==> config.mk <==
export PLATFORM = sky130hd
export DESIGN_NAME = ee_prog_req
export DESIGN_NICKNAME = d
export VERILOG_FILES = /design/src/rtl/ee_prog_pkg.sv /design/src/rtl/ee_page_buf.sv /design/src/rtl/ee_prog_req.sv
export SDC_FILE = /design/constraint.sdc
export NUM_CORES = 1
export LEC_CHECK = 0
export ABC_AREA = 1
export BUFFER_PORTS_ARGS = -buffer_cell sky130_fd_sc_hd__buf_2
export CELL_PAD_IN_SITES_DETAIL_PLACEMENT = 0
export CELL_PAD_IN_SITES_GLOBAL_PLACEMENT = 2
export CORE_MARGIN = 3
export CORE_UTILIZATION = 29
export DETAILED_ROUTE_END_ITERATION = 16
export PLACE_DENSITY = 0.75
export SLEW_MARGIN = 10
export SYNTH_ARGS = -nofsm -noshare
export SYNTH_HDL_FRONTEND = slang
export SYNTH_SLANG_ARGS = --single-unit
==> constraint.sdc <==
create_clock -name sys_clk -period 5.3 [get_ports sys_clk]
set_clock_uncertainty 0.2 [all_clocks]
set_input_delay 0.53 -clock sys_clk [delete_from_list [all_inputs] [get_ports sys_clk]]
set_output_delay 0.53 -clock sys_clk [all_outputs]
set_load 0.02 [all_outputs]
==> src/rtl/ee_prog_pkg.sv <==
// ---------------------------------------------------------------------------
// ee_prog_pkg
// Shared definitions for the EEPROM programming request controller:
//   - FSM state encoding of ee_prog_req
//   - default page depth, address width and watchdog limit
//   - page/byte write mode constants (value of wr_cmd_page)
//   - ee_col_w(): column pointer width for a given page depth (min. 1 bit)
// ---------------------------------------------------------------------------
package ee_prog_pkg;

    typedef enum logic [2:0] {
        ST_IDLE = 3'd0,
        ST_LOAD = 3'd1,
        ST_ARM  = 3'd2,
        ST_BUSY = 3'd3,
        ST_DONE = 3'd4
    } ee_state_t;

    localparam int EE_PAGE_BYTES = 16;
    localparam int EE_ADDR_W     = 12;
    localparam int EE_TMO_CYC    = 4096;

    localparam logic EE_MODE_PAGE = 1'b1;
    localparam logic EE_MODE_BYTE = 1'b0;

    // A single-byte page still needs a 1-bit pointer so the port is legal;
    // that pointer is held at 0 by the modulo increment.
    function automatic int ee_col_w(input int page_bytes);
        return (page_bytes > 1) ? $clog2(page_bytes) : 1;
    endfunction

endpackage

==> src/rtl/ee_page_buf.sv <==
// ---------------------------------------------------------------------------
// ee_page_buf
// Page latch for the EEPROM programming path: PAGE_BYTES data bytes plus a
// byte-valid mask, a wrapping column pointer and the timer-driven clears.
//
// Ports
//   sys_clk, sys_rst   clock, asynchronous active-high reset
//   load               start of a new command: pointer <- load_col, mask <- 0
//   load_col           start column of the new command
//   wr_en              write wr_byte at the pointer, then advance the pointer
//   wr_byte            data byte
//   dact_clr           clear the mask (wins over a coincident write)
//   data_clr           clear the data bytes (wins over a coincident write)
//   flush              clear mask and data (empty frame discarded)
//   pg_data            registered page, byte i at [8i+7:8i]
//   pg_mask            registered byte-valid mask
//   mask_upd           mask as it will be after this cycle's write/clears,
//                      excluding load/flush; lets the FSM judge a frame end
//                      that coincides with its last data byte
// ---------------------------------------------------------------------------
module ee_page_buf
    import ee_prog_pkg::*;
#(
    parameter  int PAGE_BYTES = EE_PAGE_BYTES,
    localparam int COL_W      = ee_col_w(PAGE_BYTES)
) (
    input  logic                    sys_clk,
    input  logic                    sys_rst,
    input  logic                    load,
    input  logic [COL_W-1:0]        load_col,
    input  logic                    wr_en,
    input  logic [7:0]              wr_byte,
    input  logic                    dact_clr,
    input  logic                    data_clr,
    input  logic                    flush,
    output logic [8*PAGE_BYTES-1:0] pg_data,
    output logic [PAGE_BYTES-1:0]   pg_mask,
    output logic [PAGE_BYTES-1:0]   mask_upd
);

    logic [COL_W-1:0]      col_reg;
    logic [COL_W-1:0]      col_next;
    logic [PAGE_BYTES-1:0] mask_reg;
    logic [PAGE_BYTES-1:0] col_hot;
    logic                  wr_ok;

    // Either timer clear suppresses the byte and its mask bit entirely.
    assign wr_ok = wr_en && !dact_clr && !data_clr;

    // Modulo-PAGE_BYTES increment; also correct for non-full pointer ranges.
    assign col_next = (col_reg == COL_W'(PAGE_BYTES - 1)) ? '0 : col_reg + 1'b1;

    assign mask_upd = dact_clr ? '0 : (mask_reg | (wr_ok ? col_hot : '0));

    always_ff @(posedge sys_clk or posedge sys_rst) begin
        if (sys_rst) begin
            col_reg  <= '0;
            mask_reg <= '0;
        end else begin
            if (load) begin
                col_reg <= load_col;
            end else if (wr_en) begin
                col_reg <= col_next;
            end
            if (load || flush) begin
                mask_reg <= '0;
            end else begin
                mask_reg <= mask_upd;
            end
        end
    end

    generate
        for (genvar gi = 0; gi < PAGE_BYTES; gi++) begin : g_byte
            logic [7:0] byte_reg;

            assign col_hot[gi] = (col_reg == COL_W'(gi));

            always_ff @(posedge sys_clk or posedge sys_rst) begin
                if (sys_rst) begin
                    byte_reg <= '0;
                end else if (flush || data_clr) begin
                    byte_reg <= '0;
                end else if (wr_ok && col_hot[gi]) begin
                    byte_reg <= wr_byte;
                end
            end

            assign pg_data[8*gi +: 8] = byte_reg;
        end
    endgenerate

    assign pg_mask = mask_reg;

endmodule

==> src/rtl/ee_prog_req.sv <==
// ---------------------------------------------------------------------------
// ee_prog_req
// Request-side controller of the EEPROM programming handshake. Collects the
// write frame from the SPI command decoder into a page latch, raises
// ee_wbusy_s towards the high-voltage programming timer at frame end, keeps
// the page frozen while the timer runs and releases on ee_wdone.
//
// Optional feature: define EE_PROG_TIMEOUT_EN to add a BUSY watchdog that
// abandons the request after TMO_CYC cycles without ee_wdone.
//
// Ports
//   sys_clk, sys_rst  clock, asynchronous active-high reset
//   wr_cmd_vld        write command decoded (pulse), qualified by wr_cmd_page
//   wr_cmd_page       1 = page write, 0 = byte write
//   wr_addr           start byte address
//   wr_data_vld       data byte received (pulse), byte on wr_data
//   wr_frm_end        host ended the frame (pulse)
//   ee_wdone          programming finished (pulse from the timer)
//   spi_dact_clr      timer pulse: clear byte-valid mask
//   spi_data_clr      timer pulse: clear data bytes
//   ee_wbusy_s        programming request level to the timer
//   ee_pg_addr        page base address (column bits 0)
//   ee_pg_data        latched page, byte i at [8i+7:8i]
//   ee_pg_mask        byte-valid mask
//   ee_wip            write-in-progress status (ARM, BUSY, DONE)
//   wr_rej            command/data byte rejected (pulse)
//   ee_err            sticky error, cleared by reset only
// All outputs are registered.
// ---------------------------------------------------------------------------
module ee_prog_req
    import ee_prog_pkg::*;
#(
    parameter int PAGE_BYTES = EE_PAGE_BYTES,
    parameter int ADDR_W     = EE_ADDR_W,
    parameter int TMO_CYC    = EE_TMO_CYC
) (
    input  logic                    sys_clk,
    input  logic                    sys_rst,
    input  logic                    wr_cmd_vld,
    input  logic                    wr_cmd_page,
    input  logic [ADDR_W-1:0]       wr_addr,
    input  logic                    wr_data_vld,
    input  logic [7:0]              wr_data,
    input  logic                    wr_frm_end,
    input  logic                    ee_wdone,
    input  logic                    spi_dact_clr,
    input  logic                    spi_data_clr,
    output logic                    ee_wbusy_s,
    output logic [ADDR_W-1:0]       ee_pg_addr,
    output logic [8*PAGE_BYTES-1:0] ee_pg_data,
    output logic [PAGE_BYTES-1:0]   ee_pg_mask,
    output logic                    ee_wip,
    output logic                    wr_rej,
    output logic                    ee_err
);

    localparam int                COL_W    = ee_col_w(PAGE_BYTES);
    localparam logic [ADDR_W-1:0] COL_MASK = ADDR_W'(PAGE_BYTES - 1);

    ee_state_t         state_reg, state_next;
    logic [ADDR_W-1:0] pg_addr_reg, pg_addr_next;
    logic              mode_reg, mode_next;
    logic              taken_reg, taken_next;     // byte mode: first byte already stored
    logic              wbusy_reg, wbusy_next;
    logic              wip_reg, wip_next;
    logic              rej_reg, rej_next;
    logic              err_reg, err_next;

    logic                  buf_load;
    logic                  buf_flush;
    logic                  buf_wr_en;
    logic                  byte_drop;
    logic                  hv_active;
    logic                  tmo_hit;
    logic [COL_W-1:0]      load_col;
    logic [PAGE_BYTES-1:0] mask_upd;

    assign load_col  = COL_W'(wr_addr) & COL_W'(PAGE_BYTES - 1);
    assign hv_active = (state_reg == ST_ARM) || (state_reg == ST_BUSY) || (state_reg == ST_DONE);

    // A command in the same cycle as a data byte restarts LOAD; the byte
    // belongs to the abandoned frame and is dropped silently.
    assign buf_wr_en = (state_reg == ST_LOAD) && wr_data_vld && !wr_cmd_vld &&
                       ((mode_reg == EE_MODE_PAGE) || !taken_reg);
    assign byte_drop = (state_reg == ST_LOAD) && wr_data_vld && !wr_cmd_vld &&
                       (mode_reg == EE_MODE_BYTE) && taken_reg;

`ifdef EE_PROG_TIMEOUT_EN
    localparam int CNT_W = $clog2(TMO_CYC + 1);

    logic [CNT_W-1:0] tmo_cnt_reg, tmo_cnt_next;

    // Counts BUSY cycles; leaves BUSY on the TMO_CYC-th one, so no wrap.
    assign tmo_cnt_next = (state_reg == ST_BUSY) ? tmo_cnt_reg + 1'b1 : '0;
    assign tmo_hit      = (state_reg == ST_BUSY) && (tmo_cnt_reg == CNT_W'(TMO_CYC - 1));

    always_ff @(posedge sys_clk or posedge sys_rst) begin
        if (sys_rst) begin
            tmo_cnt_reg <= '0;
        end else begin
            tmo_cnt_reg <= tmo_cnt_next;
        end
    end
`else
    logic tmo_unused;

    assign tmo_hit    = 1'b0;
    assign tmo_unused = (TMO_CYC != 0);
`endif

    always_comb begin
        state_next   = state_reg;
        pg_addr_next = pg_addr_reg;
        mode_next    = mode_reg;
        taken_next   = taken_reg;
        err_next     = err_reg;
        rej_next     = 1'b0;
        buf_load     = 1'b0;
        buf_flush    = 1'b0;

        case (state_reg)
            ST_IDLE, ST_LOAD: begin
                if (wr_cmd_vld) begin
                    // New command (or restart): new page, empty mask.
                    state_next   = ST_LOAD;
                    pg_addr_next = wr_addr & ~COL_MASK;
                    mode_next    = wr_cmd_page ? EE_MODE_PAGE : EE_MODE_BYTE;
                    taken_next   = 1'b0;
                    buf_load     = 1'b1;
                end else if (state_reg == ST_LOAD) begin
                    if (buf_wr_en) begin
                        taken_next = 1'b1;
                    end
                    if (byte_drop) begin
                        rej_next = 1'b1;
                        err_next = 1'b1;
                    end
                    if (wr_frm_end) begin
                        // mask_upd already includes a same-cycle byte.
                        if (|mask_upd) begin
                            state_next = ST_ARM;
                        end else begin
                            state_next = ST_IDLE;
                            buf_flush  = 1'b1;
                        end
                    end
                end
            end
            ST_ARM: begin
                state_next = ST_BUSY;
            end
            ST_BUSY: begin
                if (ee_wdone) begin
                    state_next = ST_DONE;
                end else if (tmo_hit) begin
                    state_next = ST_IDLE;
                    err_next   = 1'b1;
                end
            end
            ST_DONE: begin
                state_next = ST_IDLE;
            end
            default: begin
                state_next = ST_IDLE;
            end
        endcase

        if (hv_active && (wr_cmd_vld || wr_data_vld)) begin
            rej_next = 1'b1;
            err_next = 1'b1;
        end

        // Status flags follow the next state so they are registered yet
        // aligned with the state they describe.
        wbusy_next = (state_next == ST_ARM) || (state_next == ST_BUSY);
        wip_next   = (state_next == ST_ARM) || (state_next == ST_BUSY) ||
                     (state_next == ST_DONE);
    end

    always_ff @(posedge sys_clk or posedge sys_rst) begin
        if (sys_rst) begin
            state_reg   <= ST_IDLE;
            pg_addr_reg <= '0;
            mode_reg    <= EE_MODE_BYTE;
            taken_reg   <= 1'b0;
            wbusy_reg   <= 1'b0;
            wip_reg     <= 1'b0;
            rej_reg     <= 1'b0;
            err_reg     <= 1'b0;
        end else begin
            state_reg   <= state_next;
            pg_addr_reg <= pg_addr_next;
            mode_reg    <= mode_next;
            taken_reg   <= taken_next;
            wbusy_reg   <= wbusy_next;
            wip_reg     <= wip_next;
            rej_reg     <= rej_next;
            err_reg     <= err_next;
        end
    end

    ee_page_buf #(
        .PAGE_BYTES (PAGE_BYTES)
    ) u_page_buf (
        .sys_clk  (sys_clk),
        .sys_rst  (sys_rst),
        .load     (buf_load),
        .load_col (load_col),
        .wr_en    (buf_wr_en),
        .wr_byte  (wr_data),
        .dact_clr (spi_dact_clr),
        .data_clr (spi_data_clr),
        .flush    (buf_flush),
        .pg_data  (ee_pg_data),
        .pg_mask  (ee_pg_mask),
        .mask_upd (mask_upd)
    );

    assign ee_wbusy_s = wbusy_reg;
    assign ee_pg_addr = pg_addr_reg;
    assign ee_wip     = wip_reg;
    assign wr_rej     = rej_reg;
    assign ee_err     = err_reg;

endmodule

==> results.cfg, run 1 <==
[global_route]
grt.total_usage_pct = 17.7
grt_antenna_before_repair = 0
grt_pass1_wl_um = 40100
grt_pass1_vias = 6411
gr-usage-met2_pct = 25.2
grt_start_max_net_pins = 149
gr-total-overflow = 0
grtUsageMet1_pct = 27.2
grt-busiest-layer = met1
use_met3_pct = 3.97

[critical_path]
path_class = register to register
rr_worst_depth = 14
r2r-start = state_reg[1]
crit_start = state_reg[1]
crit_path_end = u_page_buf.g_byte[5].byte_reg[6]
r2r_end = u_page_buf.g_byte[5].byte_reg[6]
max_stage_delay_ns = 0.62
critPathSlowestCell = nor2_4
path_cells = nor2_4 > nand4_4 > nor2_4 > nand3_2 > nand2_1 > nand2_1 > nand2_1 > nor2_1 > nand2_1 > nor2_1 > nand2_8 > buf_4 > nand4_1 > nand2_1
r2r_slack_ns = 1.56
critPathArrivalTime_ns = 3.90
crit_fanout = 83
cp-start-kind = register
cp.required_ns = 5.46
critPathMostFrequentCell = nand2_1
cp-end-kind = register

[final_layout]
finalNetCount = 1022
layout-drive-gt1-share_pct = 25.0
area_growth_pct = 19.0
largest_register_ffs = 128
fillerInstances = 2742
diodes = 0

[clock_tree]
postCtsSetupRepairBufs = 0
cts.sinks = 165
clk_latency_ns = 0.43
cts_max_path_buffers = 2
cts_hold_buf = 0
cts_buffers = 17
clk_root_buffer_cell = clkbuf_16
cts.clk_slew.worst_paths_ns = 0.07
htree_levels = 4
cts_tree = yes
cts_resized = 0

[detailed_routing]
antenna_left = 0
routed_wl_um = 26200
first_pass_iters = 6
drcViolationCount = 0
viasPerCell = 5.16
drt_iter0_markers = 677
wl_per_cell_um = 19.6
dr_total_vias = 6903

[synthesis]
synth.area.top_cells = dfrtp_1 52%, nand4_1 20%, nand2_1 10%
synth_top_family_by_area = simple AND/OR/NAND/NOR gates
yosys_register_bits = 165
synth-simple-area-share_pct = 36.6
synth-compound-area-share_pct = 1.05
syn_area_per_cell_um2 = 9.20
netlist_area_um2 = 7880
yosys_warnings = 0
synthXorXnorAreaFrac_pct = 0
ys_types = 32
synthMuxAreaShare_pct = 0
synth-seq-area-share_pct = 52.4
synthDominantCellAreaShare_pct = 52.4
synthAdderAreaFrac_pct = 0.635
synth_top_area_cell = dfrtp_1
netlist_instances = 857

[timing]
finalCritPeriodShare_pct = 70.6
timing.hold.ws_ns = 0.0721
rsz0062_at_grt = no
hold_violations = 0
fin_crit_ns = 3.74
relSlewSlack_pct = 28.3
setup-tns-final_ns = 0
slew_viol_final = 0
finalSetupViolations = 0
fmax_ghz = 0.267
worstMarginPinSlew_ns = 1.08

[place]
place_hpwl_um = 16600
place.gp.congestion = 0.740
portBuffers = 184

[floorplan]
die_h_um = 171
rows = 59
num_io_pins = 189
fp.dieW_um = 171
fp.dieArea_um2 = 29200
start_util_pct = 29.9
core_um2 = 26400

[run_status]
outcome = finished clean

[power]
peakVddDrop_v = 0.000170
power_density_nw_per_um2 = 306
power.leakage_nw = 5.36

[min_path]
hold_path_class = primary input to async pin

[flow_run]
cap_violations = 0
metrics by stage:
step                      utilization [%]  worst slack [ns]  std cells  power [mW]  instance area [um2]
after floorplan                         -             0.108        860        1.57                 7890
after global placement               33.4              1.44       1305        1.64                 8790
after detailed placement             33.4              1.37       1305        1.64                 8790
after CTS                            35.6              1.54       1337        2.92                 9380
after global routing                 35.6              1.26       1337        3.00                 9380
final                                35.6              1.56       1337        2.87                 9380
logic make-up after synthesis:
| group | Yosys count |
|---|---|
| AOI/OAI and AO/OA | 13 |
| DFF | 165 |
| adders and majority gates | 4 |
| buffers and inverters | 133 |
| other | 1 |
| and+or+nand+nor | 541 |
where the power goes:
part	switching (mW)	internal [mW]	leakage [nW]
clock network	0.587	0.668	0.278
registers	0.0211	1.28	2.27
logic	0.248	0.0648	2.81
critical path: cells and delay by family, from the launching register on:
family        cells  cell delay (ns)
flops             1             0.43
simple gates     13             2.51
buf+inv           1             0.46
cell usage after synthesis (all sizes together):
cell type,instances
a32oi,1
o21ai,4
ha,4
nand2,213
buf,50
nand4,257
inv,51
conb,1
dfrtp,165
a31oi,1
a21oi,2
nor2,47
a211oi,1
o22ai,1
clkbuf,32
nand3,19
nor3,3
o211ai,2
or2,2
o311ai,1
cell type report:
cell class / count / area (um2) / area share (%)
inverter: 51 / 201 / 2.15
timing repair buffer: 192 / 1010 / 10.7
multi-input combinational: 562 / 3040 / 32.4
sequential: 165 / 4130 / 44.0
tap: 335 / 419 / 4.47
clock inverter: 15 / 161 / 1.72
clock buffer: 17 / 425 / 4.54
cell usage in the layout (no fill, tap or decap), types with 4 or more instances in the layout:
cell type and instances:
nand3_2 9, nand4_1 256, inv_6 8, dfrtp_1 165
clkbuf_16 17, buf_4 6, nand2_1 211, o21ai_0 4
buf_2 184, nor2_1 44, conb_1 4, nand3_4 7
inv_1 49, ha_1 4
worst min path at each step:
stage	end	slack (ns)	startpoint
after floorplan	mode_reg	0.27	mode_reg
after global placement	ee_pg_addr[4]	0.25	ee_pg_addr[4]
after detailed placement	ee_err	0.26	ee_err
after CTS	ee_pg_addr[9]	0.08	wr_addr[9]
after global routing	ee_pg_addr[11]	0.1	wr_addr[11]
final	ee_pg_addr[7]	0.07	sys_rst
routing by layer:
layer  up-vias  wire [um]
li1       3299          -
met1      3379      13200
met2       213      11300
met3        12       1510
met4         0        189
met5         -          0
Note: power is estimated with default switching activity, not from simulation.
==> inputs of run 2 (changes only) <==
Clock period 5.3 ns to 3 ns, I/O delays scaled along.
==> run 2 against run 1 <==
  * Global-route usage down 0.13 points
  * Highest routed layer unchanged
  * Maximum frequency up 40%
  * Setup slack worse by 1.2 ns
  * Power up 78%
  * Via count up 3.3%
  * Die area unchanged
  * Critical endpoint is now u_page_buf.g_byte[6].byte_reg[0]
  * Cell count up 2.8%
  * Critical path depth up 1
  * Core utilization up 1.5 points
  * Final area up 4.3%
  * Clock-buffer cell count unchanged
  * Largest power group unchanged
  * Hold slack worse by 0.0050 ns
==> results.cfg, run 2 (synthesized netlist as in run 1, its figures left out) <==
[clock_tree]
postCtsSetupRepairBufs = 0
cts.sinks = 165
htree_levels = 4
cts_max_path_buffers = 2
clk_latency_ns = 0.43
cts_buffers = 17
clk_root_buffer_cell = clkbuf_16
cts.clk_slew.worst_paths_ns = 0.07
cts_tree = yes

[timing]
rsz0062_at_grt = no
timing.hold.ws_ns = 0.0671
worstMarginPinSlew_ns = 0.738
setup-tns-final_ns = 0
fin_crit_ns = 2.68
fmax_ghz = 0.374
hold_violations = 0
slew_viol_final = 0
finalCritPeriodShare_pct = 89.2
relSlewSlack_pct = 50.8
finalSetupViolations = 0
setup_ws_ns = 0.323

[global_route]
grt_pass1_vias = 6548
gr-total-overflow = 0
grt.total_usage_pct = 17.5
grt_pass1_wl_um = 40000
grt_antenna_before_repair = 0
grt_start_max_net_pins = 178

[power]
internal-power_mw = 3.54
peakVddDrop_v = 0.000308
power.leakage_nw = 5.56
comb_power_share_pct = 11.6
p_sw_mw = 1.58
p_clk_share_pct = 43.3
seqPwrFrac_pct = 45.1
power_density_nw_per_um2 = 522
sw_frac_of_total_pct = 30.8

[place]
place.gp.congestion = 0.845
place_inst = 1324
placed_area_um2 = 9000
place_hpwl_um = 16300
portBuffers = 184
detailedPlace.worstSlack_ns = 0.128

[critical_path]
cp-end-kind = register
rr_worst_depth = 15
r2r-start = u_page_buf.col_reg[0]
critPathArrivalTime_ns = 2.80
critPathMostFrequentCell = nand2_1
critPathSlowestCell = dfrtp_1
path_cells = inv_1 > ha_1 > inv_1 > nor2_1 > nand3_4 > nand2_1 > nand2_1 > nand2_1 > nor2_1 > nand2_1 > nor2_2 > nand2_8 > clkbuf_16 > nand4_1 > nand2_1
cp-start-kind = register
r2r_slack_ns = 0.32
crit_fanout = 88
cp.required_ns = 3.12
path_class = register to register
r2r_end = u_page_buf.g_byte[6].byte_reg[0]
max_stage_delay_ns = 0.45

[final_layout]
finalInstanceArea_um2 = 9780
finalNetCount = 1059
area_growth_pct = 24.1
largest_register_ffs = 128
layout_commonest_cell = nand4_1
layout-drive-gt1-share_pct = 26.1
diodes = 0
final_cell_mix = 256 x nand4_1, 211 x nand2_1, 184 x buf_2, 165 x dfrtp_1, 49 x inv_1
layoutNonFillerInstCount = 1374

[floorplan]
fp.dieW_um = 171
core_um2 = 26400
start_util_pct = 29.9
fp.dieArea_um2 = 29200
num_io_pins = 189
die_h_um = 171
rows = 59

[detailed_routing]
dr_total_vias = 7131
first_pass_iters = 4
antenna_left = 0
drcViolationCount = 0
wl_per_cell_um = 19.0
viasPerCell = 5.19
drt_iter0_markers = 672
routed_wl_um = 26100

[min_path]
hold_end = wr_rej
hold_depth = 5
min_from = wr_cmd_vld
hold_path_class = primary input to register

[run_status]
outcome = finished clean

[flow_run]
cap_violations = 0
## run 2: cell types whose count changed in the layout (fill, tap and decap cells not counted), moves of 4 or more
cell	before	now
inv_8	2	6
buf_12	2	6
inv_6	8	4
dlygate4sd3_1	0	17
buf_4	6	20
## run 2: timing repair
item,4_1_cts,5_1_grt
endpoints found under the hold margin,181,0
gates resized for setup,0,2
setup endpoints to repair,0,89
hold buffers,17,0
## run 2: worst max-delay path, delay by kind of cell, from the launching register on
| family | cells | cell delay [ns] |
|---|---|---|
| fa+ha+maj | 1 | 0.19 |
| buf+inv | 3 | 0.51 |
| flops | 1 | 0.45 |
| simple gates | 11 | 1.16 |
## run 2: through the flow
stage / power, mW / util (%)
after floorplan: 2.78 / -
after global placement: 2.92 / 34.1
after detailed placement: 2.92 / 34.1
after CTS: 5.17 / 37.0
after global routing: 5.33 / 37.1
final: 5.11 / 37.1
## run 2: worst max path at each step
stage	startpoint	endpoint	slack, ns
2_1_floorplan	sys_rst	ee_err	0.40
3_3_place_gp	u_page_buf.col_reg[0]	u_page_buf.g_byte[9].byte_reg[0]	0.11
3_5_place_dp	u_page_buf.col_reg[0]	u_page_buf.g_byte[9].byte_reg[0]	0.13
4_1_cts	u_page_buf.col_reg[0]	u_page_buf.g_byte[9].byte_reg[0]	0.1
5_1_grt	u_page_buf.col_reg[0]	u_page_buf.g_byte[0].byte_reg[4]	0.07
6_report	u_page_buf.col_reg[0]	u_page_buf.g_byte[6].byte_reg[0]	0.32
## run 2: routing by layer
metal	vias up	part of all wire, %	track usage [%]
met2	243	43	25.6
met4	0	0.73	3.88
li1	3405	-	-
met3	13	6.0	3.60
met5	-	0	0
met1	3470	50	26.7
## run 2: area by class of cell
class | count | area, um2
flip-flops and latches | 165 | 4130
clock inverters | 15 | 156
inverters | 51 | 200
clock buffers | 17 | 425
well taps | 335 | 419
fillers | 2712 | 16600
multi-input cells | 562 | 3040
repair buffers | 229 | 1410
## run 2: power groups by stage
stage	sequential [mW]	clock, mW	combinational (mW)
2_1_floorplan	2.37	0	0.410
3_3_place_gp	2.35	0	0.573
3_5_place_dp	2.35	0	0.570
4_1_cts	2.30	2.28	0.587
5_1_grt	2.31	2.36	0.663
6_report	2.30	2.21	0.594
